<file path="src/rtl/line_draw_sequencer_if.sv">
// Engine handshake and framebuffer write bus for line_draw_sequencer.
//  master: the sequencer. It drives the engine command (start/abort, endpoints, colour)
//          and the framebuffer write port. It receives done and the engine pixel writes.
//  slave : the line engine / framebuffer side, with the opposite directions.
//  eng_addr and fb_addr are packed {y,x}.
interface line_draw_sequencer_if #(
    parameter int XW = 8,
    parameter int YW = 7,
    parameter int CW = 8
);
    logic             eng_start;
    logic             eng_abort;
    logic [XW-1:0]    eng_x0;
    logic [XW-1:0]    eng_x1;
    logic [YW-1:0]    eng_y0;
    logic [YW-1:0]    eng_y1;
    logic [CW-1:0]    eng_color;
    logic             eng_done;
    logic             eng_we;
    logic [XW+YW-1:0] eng_addr;
    logic             fb_we;
    logic [XW+YW-1:0] fb_addr;
    logic [CW-1:0]    fb_data;

    modport master (
        output eng_start, eng_abort, eng_x0, eng_x1, eng_y0, eng_y1, eng_color,
        output fb_we, fb_addr, fb_data,
        input  eng_done, eng_we, eng_addr
    );

    modport slave (
        input  eng_start, eng_abort, eng_x0, eng_x1, eng_y0, eng_y1, eng_color,
        input  fb_we, fb_addr, fb_data,
        output eng_done, eng_we, eng_addr
    );
endinterface

</file>
<file path="src/rtl/line_draw_sequencer.sv">
// Frame-level controller for the line-drawing datapath.
// A redraw request waits for a frame boundary, then clears the framebuffer and walks
// the line table. Each valid segment is handed to the Bresenham engine. The sequencer
// owns the framebuffer write port and grants it to the clear sweep or to the engine.
// Ports:
//  clk, rst               clock, asynchronous active-high reset
//  redraw, abort          single-cycle requests
//  vsync_edge             single-cycle frame-boundary strobe
//  tbl_idx / tbl_*        line table read port (1-cycle read latency)
//  bus (master)           engine start/abort/endpoints/done plus framebuffer write port
//  busy                   high in every state except IDLE
//  frame_done             one-cycle pulse when the table walk completes
//  lines_drawn            number of segments completed in the current frame
module line_draw_sequencer #(
    parameter int XW        = 8,
    parameter int YW        = 7,
    parameter int NUM_LINES = 16,
    parameter int IDXW      = 4,
    parameter int CW        = 8
) (
    input  logic                  clk,
    input  logic                  rst,
    input  logic                  redraw,
    input  logic                  abort,
    input  logic                  vsync_edge,
    output logic [IDXW-1:0]       tbl_idx,
    input  logic                  tbl_valid,
    input  logic [XW-1:0]         tbl_x0,
    input  logic [XW-1:0]         tbl_x1,
    input  logic [YW-1:0]         tbl_y0,
    input  logic [YW-1:0]         tbl_y1,
    input  logic [CW-1:0]         tbl_color,
    line_draw_sequencer_if.master bus,
    output logic                  busy,
    output logic                  frame_done,
    output logic [IDXW:0]         lines_drawn
);
    localparam int AW = XW + YW;

    typedef enum logic [2:0] {
        IDLE, WAIT_VS, CLEAR, FETCH, ISSUE, WAIT_ENG, NEXT, DONE
    } state_t;

    state_t          state_reg;
    logic            pending_reg;
    logic [IDXW-1:0] idx_reg;
    logic [AW-1:0]   clr_cnt_reg;
    logic [IDXW:0]   lines_drawn_reg;
    logic            eng_start_reg;
    logic            eng_abort_reg;
    logic [XW-1:0]   eng_x0_reg;
    logic [XW-1:0]   eng_x1_reg;
    logic [YW-1:0]   eng_y0_reg;
    logic [YW-1:0]   eng_y1_reg;
    logic [CW-1:0]   eng_color_reg;

    always_ff @(posedge clk or posedge rst) begin
        if (rst) begin
            state_reg       <= IDLE;
            pending_reg     <= 1'b0;
            idx_reg         <= '0;
            clr_cnt_reg     <= '0;
            lines_drawn_reg <= '0;
            eng_start_reg   <= 1'b0;
            eng_abort_reg   <= 1'b0;
            eng_x0_reg      <= '0;
            eng_x1_reg      <= '0;
            eng_y0_reg      <= '0;
            eng_y1_reg      <= '0;
            eng_color_reg   <= '0;
        end else begin
            eng_start_reg <= 1'b0;
            eng_abort_reg <= 1'b0;
            if (abort && state_reg != IDLE) begin
                // Abort overrides everything, including a same-cycle redraw.
                state_reg     <= IDLE;
                pending_reg   <= 1'b0;
                eng_abort_reg <= (state_reg == WAIT_ENG);
            end else begin
                // One request can be queued while a frame is in progress (DONE included).
                if (redraw && state_reg != IDLE)
                    pending_reg <= 1'b1;
                case (state_reg)
                    IDLE: begin
                        if ((redraw && !abort) || pending_reg) begin
                            state_reg       <= WAIT_VS;
                            pending_reg     <= 1'b0;
                            lines_drawn_reg <= '0;
                        end
                    end
                    WAIT_VS: begin
                        if (vsync_edge) begin
                            state_reg   <= CLEAR;
                            clr_cnt_reg <= '0;
                        end
                    end
                    CLEAR: begin
                        clr_cnt_reg <= clr_cnt_reg + AW'(1);
                        if (&clr_cnt_reg) begin
                            state_reg <= FETCH;
                            idx_reg   <= '0;
                        end
                    end
                    FETCH: state_reg <= ISSUE;  // table data arrives next cycle
                    ISSUE: begin
                        if (tbl_valid) begin
                            eng_x0_reg    <= tbl_x0;
                            eng_x1_reg    <= tbl_x1;
                            eng_y0_reg    <= tbl_y0;
                            eng_y1_reg    <= tbl_y1;
                            eng_color_reg <= tbl_color;
                            eng_start_reg <= 1'b1;
                            state_reg     <= WAIT_ENG;
                        end else begin
                            state_reg <= NEXT;
                        end
                    end
                    WAIT_ENG: begin
                        if (bus.eng_done) begin
                            lines_drawn_reg <= lines_drawn_reg + (IDXW+1)'(1);
                            state_reg       <= NEXT;
                        end
                    end
                    NEXT: begin
                        if (idx_reg == IDXW'(NUM_LINES - 1)) begin
                            state_reg <= DONE;
                        end else begin
                            idx_reg   <= idx_reg + IDXW'(1);
                            state_reg <= FETCH;
                        end
                    end
                    DONE:    state_reg <= IDLE;
                    default: state_reg <= IDLE;
                endcase
            end
        end
    end

    // Framebuffer write port grant. An abort blanks the port in the very cycle it
    // arrives, so no stray pixel lands after the frame was cancelled.
    always_comb begin
        bus.fb_we   = 1'b0;
        bus.fb_addr = '0;
        bus.fb_data = '0;
        if (!abort) begin
            case (state_reg)
                CLEAR: begin
                    bus.fb_we   = 1'b1;
                    bus.fb_addr = clr_cnt_reg;
                end
                WAIT_ENG: begin
                    bus.fb_we   = bus.eng_we;
                    bus.fb_addr = bus.eng_addr;
                    bus.fb_data = eng_color_reg;
                end
                default: ;
            endcase
        end
    end

    assign bus.eng_start = eng_start_reg;
    assign bus.eng_abort = eng_abort_reg;
    assign bus.eng_x0    = eng_x0_reg;
    assign bus.eng_x1    = eng_x1_reg;
    assign bus.eng_y0    = eng_y0_reg;
    assign bus.eng_y1    = eng_y1_reg;
    assign bus.eng_color = eng_color_reg;

    assign tbl_idx     = idx_reg;
    assign busy        = (state_reg != IDLE);
    assign frame_done  = (state_reg == DONE);
    assign lines_drawn = lines_drawn_reg;
endmodule
</file>
<file path="src/flat_wrapper.sv">
// flat-port wrapper written by rule: the top's interface ports become plain ports
module line_draw_sequencer_flat 
#(
    parameter int XW        = 8,
    parameter int YW        = 7,
    parameter int NUM_LINES = 16,
    parameter int IDXW      = 4,
    parameter int CW        = 8
)
  (clk, rst, redraw, abort, vsync_edge, tbl_idx, tbl_valid, tbl_x0, tbl_x1, tbl_y0, tbl_y1, tbl_color, busy, frame_done, lines_drawn, bus_eng_start, bus_eng_abort, bus_eng_x0, bus_eng_x1, bus_eng_y0, bus_eng_y1, bus_eng_color, bus_fb_we, bus_fb_addr, bus_fb_data, bus_eng_done, bus_eng_we, bus_eng_addr);
  line_draw_sequencer_if #(.XW(XW), .YW(YW), .CW(CW)) bus_i ();
  input  logic clk;
  input  logic rst;
  input  logic redraw;
  input  logic abort;
  input  logic vsync_edge;
  output logic [IDXW-1:0] tbl_idx;
  input  logic tbl_valid;
  input  logic [XW-1:0] tbl_x0;
  input  logic [XW-1:0] tbl_x1;
  input  logic [YW-1:0] tbl_y0;
  input  logic [YW-1:0] tbl_y1;
  input  logic [CW-1:0] tbl_color;
  output logic busy;
  output logic frame_done;
  output logic [IDXW:0] lines_drawn;
  output wire logic [$bits(bus_i.eng_start)-1:0] bus_eng_start;
  output wire logic [$bits(bus_i.eng_abort)-1:0] bus_eng_abort;
  output wire logic [$bits(bus_i.eng_x0)-1:0] bus_eng_x0;
  output wire logic [$bits(bus_i.eng_x1)-1:0] bus_eng_x1;
  output wire logic [$bits(bus_i.eng_y0)-1:0] bus_eng_y0;
  output wire logic [$bits(bus_i.eng_y1)-1:0] bus_eng_y1;
  output wire logic [$bits(bus_i.eng_color)-1:0] bus_eng_color;
  output wire logic [$bits(bus_i.fb_we)-1:0] bus_fb_we;
  output wire logic [$bits(bus_i.fb_addr)-1:0] bus_fb_addr;
  output wire logic [$bits(bus_i.fb_data)-1:0] bus_fb_data;
  input wire logic [$bits(bus_i.eng_done)-1:0] bus_eng_done;
  input wire logic [$bits(bus_i.eng_we)-1:0] bus_eng_we;
  input wire logic [$bits(bus_i.eng_addr)-1:0] bus_eng_addr;
  assign bus_eng_start = bus_i.eng_start;
  assign bus_eng_abort = bus_i.eng_abort;
  assign bus_eng_x0 = bus_i.eng_x0;
  assign bus_eng_x1 = bus_i.eng_x1;
  assign bus_eng_y0 = bus_i.eng_y0;
  assign bus_eng_y1 = bus_i.eng_y1;
  assign bus_eng_color = bus_i.eng_color;
  assign bus_fb_we = bus_i.fb_we;
  assign bus_fb_addr = bus_i.fb_addr;
  assign bus_fb_data = bus_i.fb_data;
  assign bus_i.eng_done = bus_eng_done;
  assign bus_i.eng_we = bus_eng_we;
  assign bus_i.eng_addr = bus_eng_addr;
  line_draw_sequencer #(.XW(XW), .YW(YW), .NUM_LINES(NUM_LINES), .IDXW(IDXW), .CW(CW)) u_core (.clk(clk), .rst(rst), .redraw(redraw), .abort(abort), .vsync_edge(vsync_edge), .tbl_idx(tbl_idx), .tbl_valid(tbl_valid), .tbl_x0(tbl_x0), .tbl_x1(tbl_x1), .tbl_y0(tbl_y0), .tbl_y1(tbl_y1), .tbl_color(tbl_color), .bus(bus_i), .busy(busy), .frame_done(frame_done), .lines_drawn(lines_drawn));
endmodule
</file>
<file path="config.mk">
export PLATFORM = sky130hd
export DESIGN_NAME = line_draw_sequencer_flat
export DESIGN_NICKNAME = d
export VERILOG_FILES = /design/src/rtl/line_draw_sequencer_if.sv /design/src/rtl/line_draw_sequencer.sv /design/src/flat_wrapper.sv
export SDC_FILE = /design/constraint.sdc
export NUM_CORES = 1
export LEC_CHECK = 0
export ABC_AREA = 1
export CORE_MARGIN = 8
export CORE_UTILIZATION = 40
export CTS_CLUSTER_SIZE = 28
export DETAILED_ROUTE_END_ITERATION = 12
export PLACE_DENSITY = 0.74
export SLEW_MARGIN = 20
export SYNTH_ARGS = -nofsm -noshare
export SYNTH_HDL_FRONTEND = slang
export SYNTH_SLANG_ARGS = --single-unit
</file>
<file path="constraint.sdc">
create_clock -name clk -period 4 [get_ports clk]
set_input_delay 0.8 -clock clk [delete_from_list [all_inputs] [get_ports clk]]
set_output_delay 0.8 -clock clk [all_outputs]
set_load 0.05 [all_outputs]
</file>
==> flow_summary.json <==
{
  "routedWlPerCell_um": 14.9,
  "outcome": "complete, no violations",
  "initial_core_util": 0.406,
  "place_ws_ns": 0.417,
  "cts-root-buf": "clkbuf_8",
  "die_y_um": 109,
  "crit_slowest_cell": "clkdlybuf4s50_1",
  "hpwlAfterDp_um": 7930,
  "crit_top_cell": "clkdlybuf4s50_1",
  "post-route-drc-count": 0,
  "cts_setup_buffers": 0,
  "grtUsageTotal": 0.172,
  "p_per_area_mw_per_mm2": 619,
  "power.leakage_uw": 0.00243,
  "pwr-share-seq": 0.309,
  "place_congestion": 0.869,
  "grt_pass1_wl_um": 16500,
  "via_per_inst": 4.95,
  "crit_type": "input pin to output pin",
  "clockPowerShare": 0.235,
  "grt_overflow": 0,
  "critPathMaxStageDelay_ns": 0.83,
  "hold_end": "u_core.bus.eng_y1[0]",
  "area_growth_pct": 46.9,
  "cp_data_required_time_ns": 3.20,
  "synth_cell_types": 29,
  "die_w_um": 109,
  "arrival_ns": 2.77,
  "max_slew_margin": 0.403,
  "rsz0062_at_grt": "no",
  "holdPathStages": 2,
  "ys_seq_area_frac": 0.488,
  "wl_um": 10500,
  "max_freq_mhz": 280,
  "cts_made_buffers": 9,
  "syn-num-nets": 517,
  "holdWs_ns": 0.480,
  "slew_violations": 0,
  "portBuffers": 135,
  "io_pins": 136,
  "rows": 34,
  "reg2reg_from": "u_core.state_reg[2]",
  "diodes": 0,
  "mostFrequentLayoutCells": "165 x nand2_1, 118 x clkdlybuf4s50_1, 68 x dfrtp_1",
  "mappedNetlistArea_mm2": 0.00349,
  "worst_pin_slew_ns": 0.894,
  "clock-sinks": 68,
  "grt_pass1_vias": 3425,
  "period_needed_ns": 3.57,
  "nets": 652,
  "hold_viol": 0,
  "critPathLaunchType": "input pin",
  "antenna_found_initial": 0,
  "end_kind": "output pin",
  "first_pass_iters": 4,
  "p_switching_uw": 1380,
  "setup_tns_ns": 0,
  "synth_cells": 453,
  "min_path_type": "register to register",
  "cap_viol_max_count": 0,
  "finalSetupViolations": 0,
  "ir_worst_vdd_uv": 323,
  "dieArea_mm2": 0.0120,
  "largest_reg_flops": 15,
  "coreArea_mm2": 0.00859,
  "grt_max_degree": 48,
  "path_max_fanout": 18,
  "cts_hold_buf": 0,
  "yosys_warnings": 0,
  "clkSlewWorstSetupHoldPaths_ns": 0.08,
  "period_share": 0.893,
  "rrSetupSlack_ns": 1.60,
  "switching_share": 0.435,
  "layout_setup_ws_ns": 0.426,
  "internal_power_uw": 1790,
  "cts.repair.resized": 0,
  "final_core_util": 0.596,
  "cts_buffer_depth": 2,
  "tritoncts": "built",
  "fin_skew_ns": 0.0130,
  "drive_gt1_frac": 0.101,
  "syn_area_per_cell_um2": 7.70,
  "cts_htree_levels": 3,
  "combPwrFrac": 0.456,
  "drt_iter0_drc": 140,
  "clkLatencyLatePin_ns": 0.34,
  "antenna_left": 0,
  "yosys_register_bits": 68,
  "crit_chain": "clkdlybuf4s50_1 > inv_2 > nand2_4 > o21ai_0 > clkdlybuf4s50_1",
  "dr_total_vias": 3466,
  "r2r_cells": 7,
  "hp-start": "u_core.bus.eng_y1[0]",
  "layout_commonest_cell": "nand2_1",
  "r2r-end": "u_core.bus.eng_color[2]"
}
-- metrics by stage --
step           power [uW]  area [um2]  std cells
2_1_floorplan        1940        3490        453
3_3_place_gp         2420        4860        685
3_5_place_dp         2450        4860        685
4_1_cts              3200        5120        700
5_1_grt              3340        5120        700
6_report             3170        5120        700
-- layout make-up --
class                   count  area, um2
clock buffers               9        124
clock inverters             6        138
fillers                   799       3470
inverters                  43        164
multi-input cells         327       1520
flip-flops and latches     68       1700
well taps                 108        135
repair buffers            139       1340
-- cells in the mapped netlist --
| master | instances | area, um2 |
|---|---|---|
| nand2_1 | 165 | 619 |
| dfrtp_1 | 68 | 1700 |
| inv_1 | 35 | 131 |
| nor2_1 | 34 | 128 |
| nand3_1 | 33 | 165 |
| o21ai_0 | 28 | 140 |
| o21ai_1 | 13 | 65.1 |
| nand4_1 | 12 | 75.1 |
| a21oi_1 | 9 | 45.0 |
| inv_2 | 7 | 26.3 |
| xor2_1 | 5 | 43.8 |
| buf_2 | 4 | 20.0 |
| buf_4 | 4 | 30.0 |
| clkbuf_1 | 4 | 15.0 |
| nor2_4 | 4 | 45.0 |
| buf_6 | 3 | 33.8 |
| ha_1 | 3 | 37.5 |
| nand2_2 | 3 | 18.8 |
| nor3_1 | 3 | 15.0 |
| o31ai_1 | 3 | 22.5 |
| a22oi_1 | 2 | 15.0 |
| nand2_4 | 2 | 22.5 |
| nand3_2 | 2 | 20.0 |
| nor2_2 | 2 | 12.5 |
| a31oi_1 | 1 | 6.26 |
| and2_1 | 1 | 6.26 |
| inv_4 | 1 | 6.26 |
| nand4_2 | 1 | 12.5 |
| or2_2 | 1 | 6.26 |
-- cell families after synthesis --
family,after synthesis,share of synthesized area
AND/OR/NAND/NOR,263,0.329
adder cells (fa/ha/maj),3,0.0108
XOR/XNOR,5,0.0126
AO/OA/AOI/OAI,56,0.0843
flip-flops,68,0.488
buffers and inverters,58,0.0754
-- power groups by stage --
| stage | clock network [uW] | registers [uW] | logic, uW |
|---|---|---|---|
| 6_report | 745 | 980 | 1450 |
| 4_1_cts | 758 | 979 | 1460 |
| 3_5_place_dp | 0 | 991 | 1460 |
| 5_1_grt | 795 | 1000 | 1540 |
| 2_1_floorplan | 0 | 1500 | 437 |
| 3_3_place_gp | 0 | 982 | 1440 |
-- critical path: cells and delay by family --
family          cells  cell delay, ns
buf+inv             3            1.59
simple gates        1            0.15
compound gates      1            0.22
-- worst max path at each step --
stage                     startpoint              end  slack [ns]  cells past startpoint
after floorplan                abort  bus_fb_addr[11]        0.94                      4
after global placement         abort   bus_fb_addr[3]        0.47                      5
after detailed placement       abort   bus_fb_addr[5]        0.42                      5
after CTS                      abort   bus_fb_addr[5]        0.42                      5
after global routing           abort   bus_fb_addr[6]        0.34                      5
final                          abort   bus_fb_addr[5]        0.43                      5
-- per-layer routing --
metal | GRT usage | share of wire | vias to the layer above
li1 | - | - | 1723
met3 | 0.0375 | 0.065 | 13
met1 | 0.208 | 0.42 | 1627
met4 | 0.0656 | 0.017 | 0
met2 | 0.295 | 0.50 | 103
met5 | 0 | 0 | -
Power figures use the tool's default switching activity.
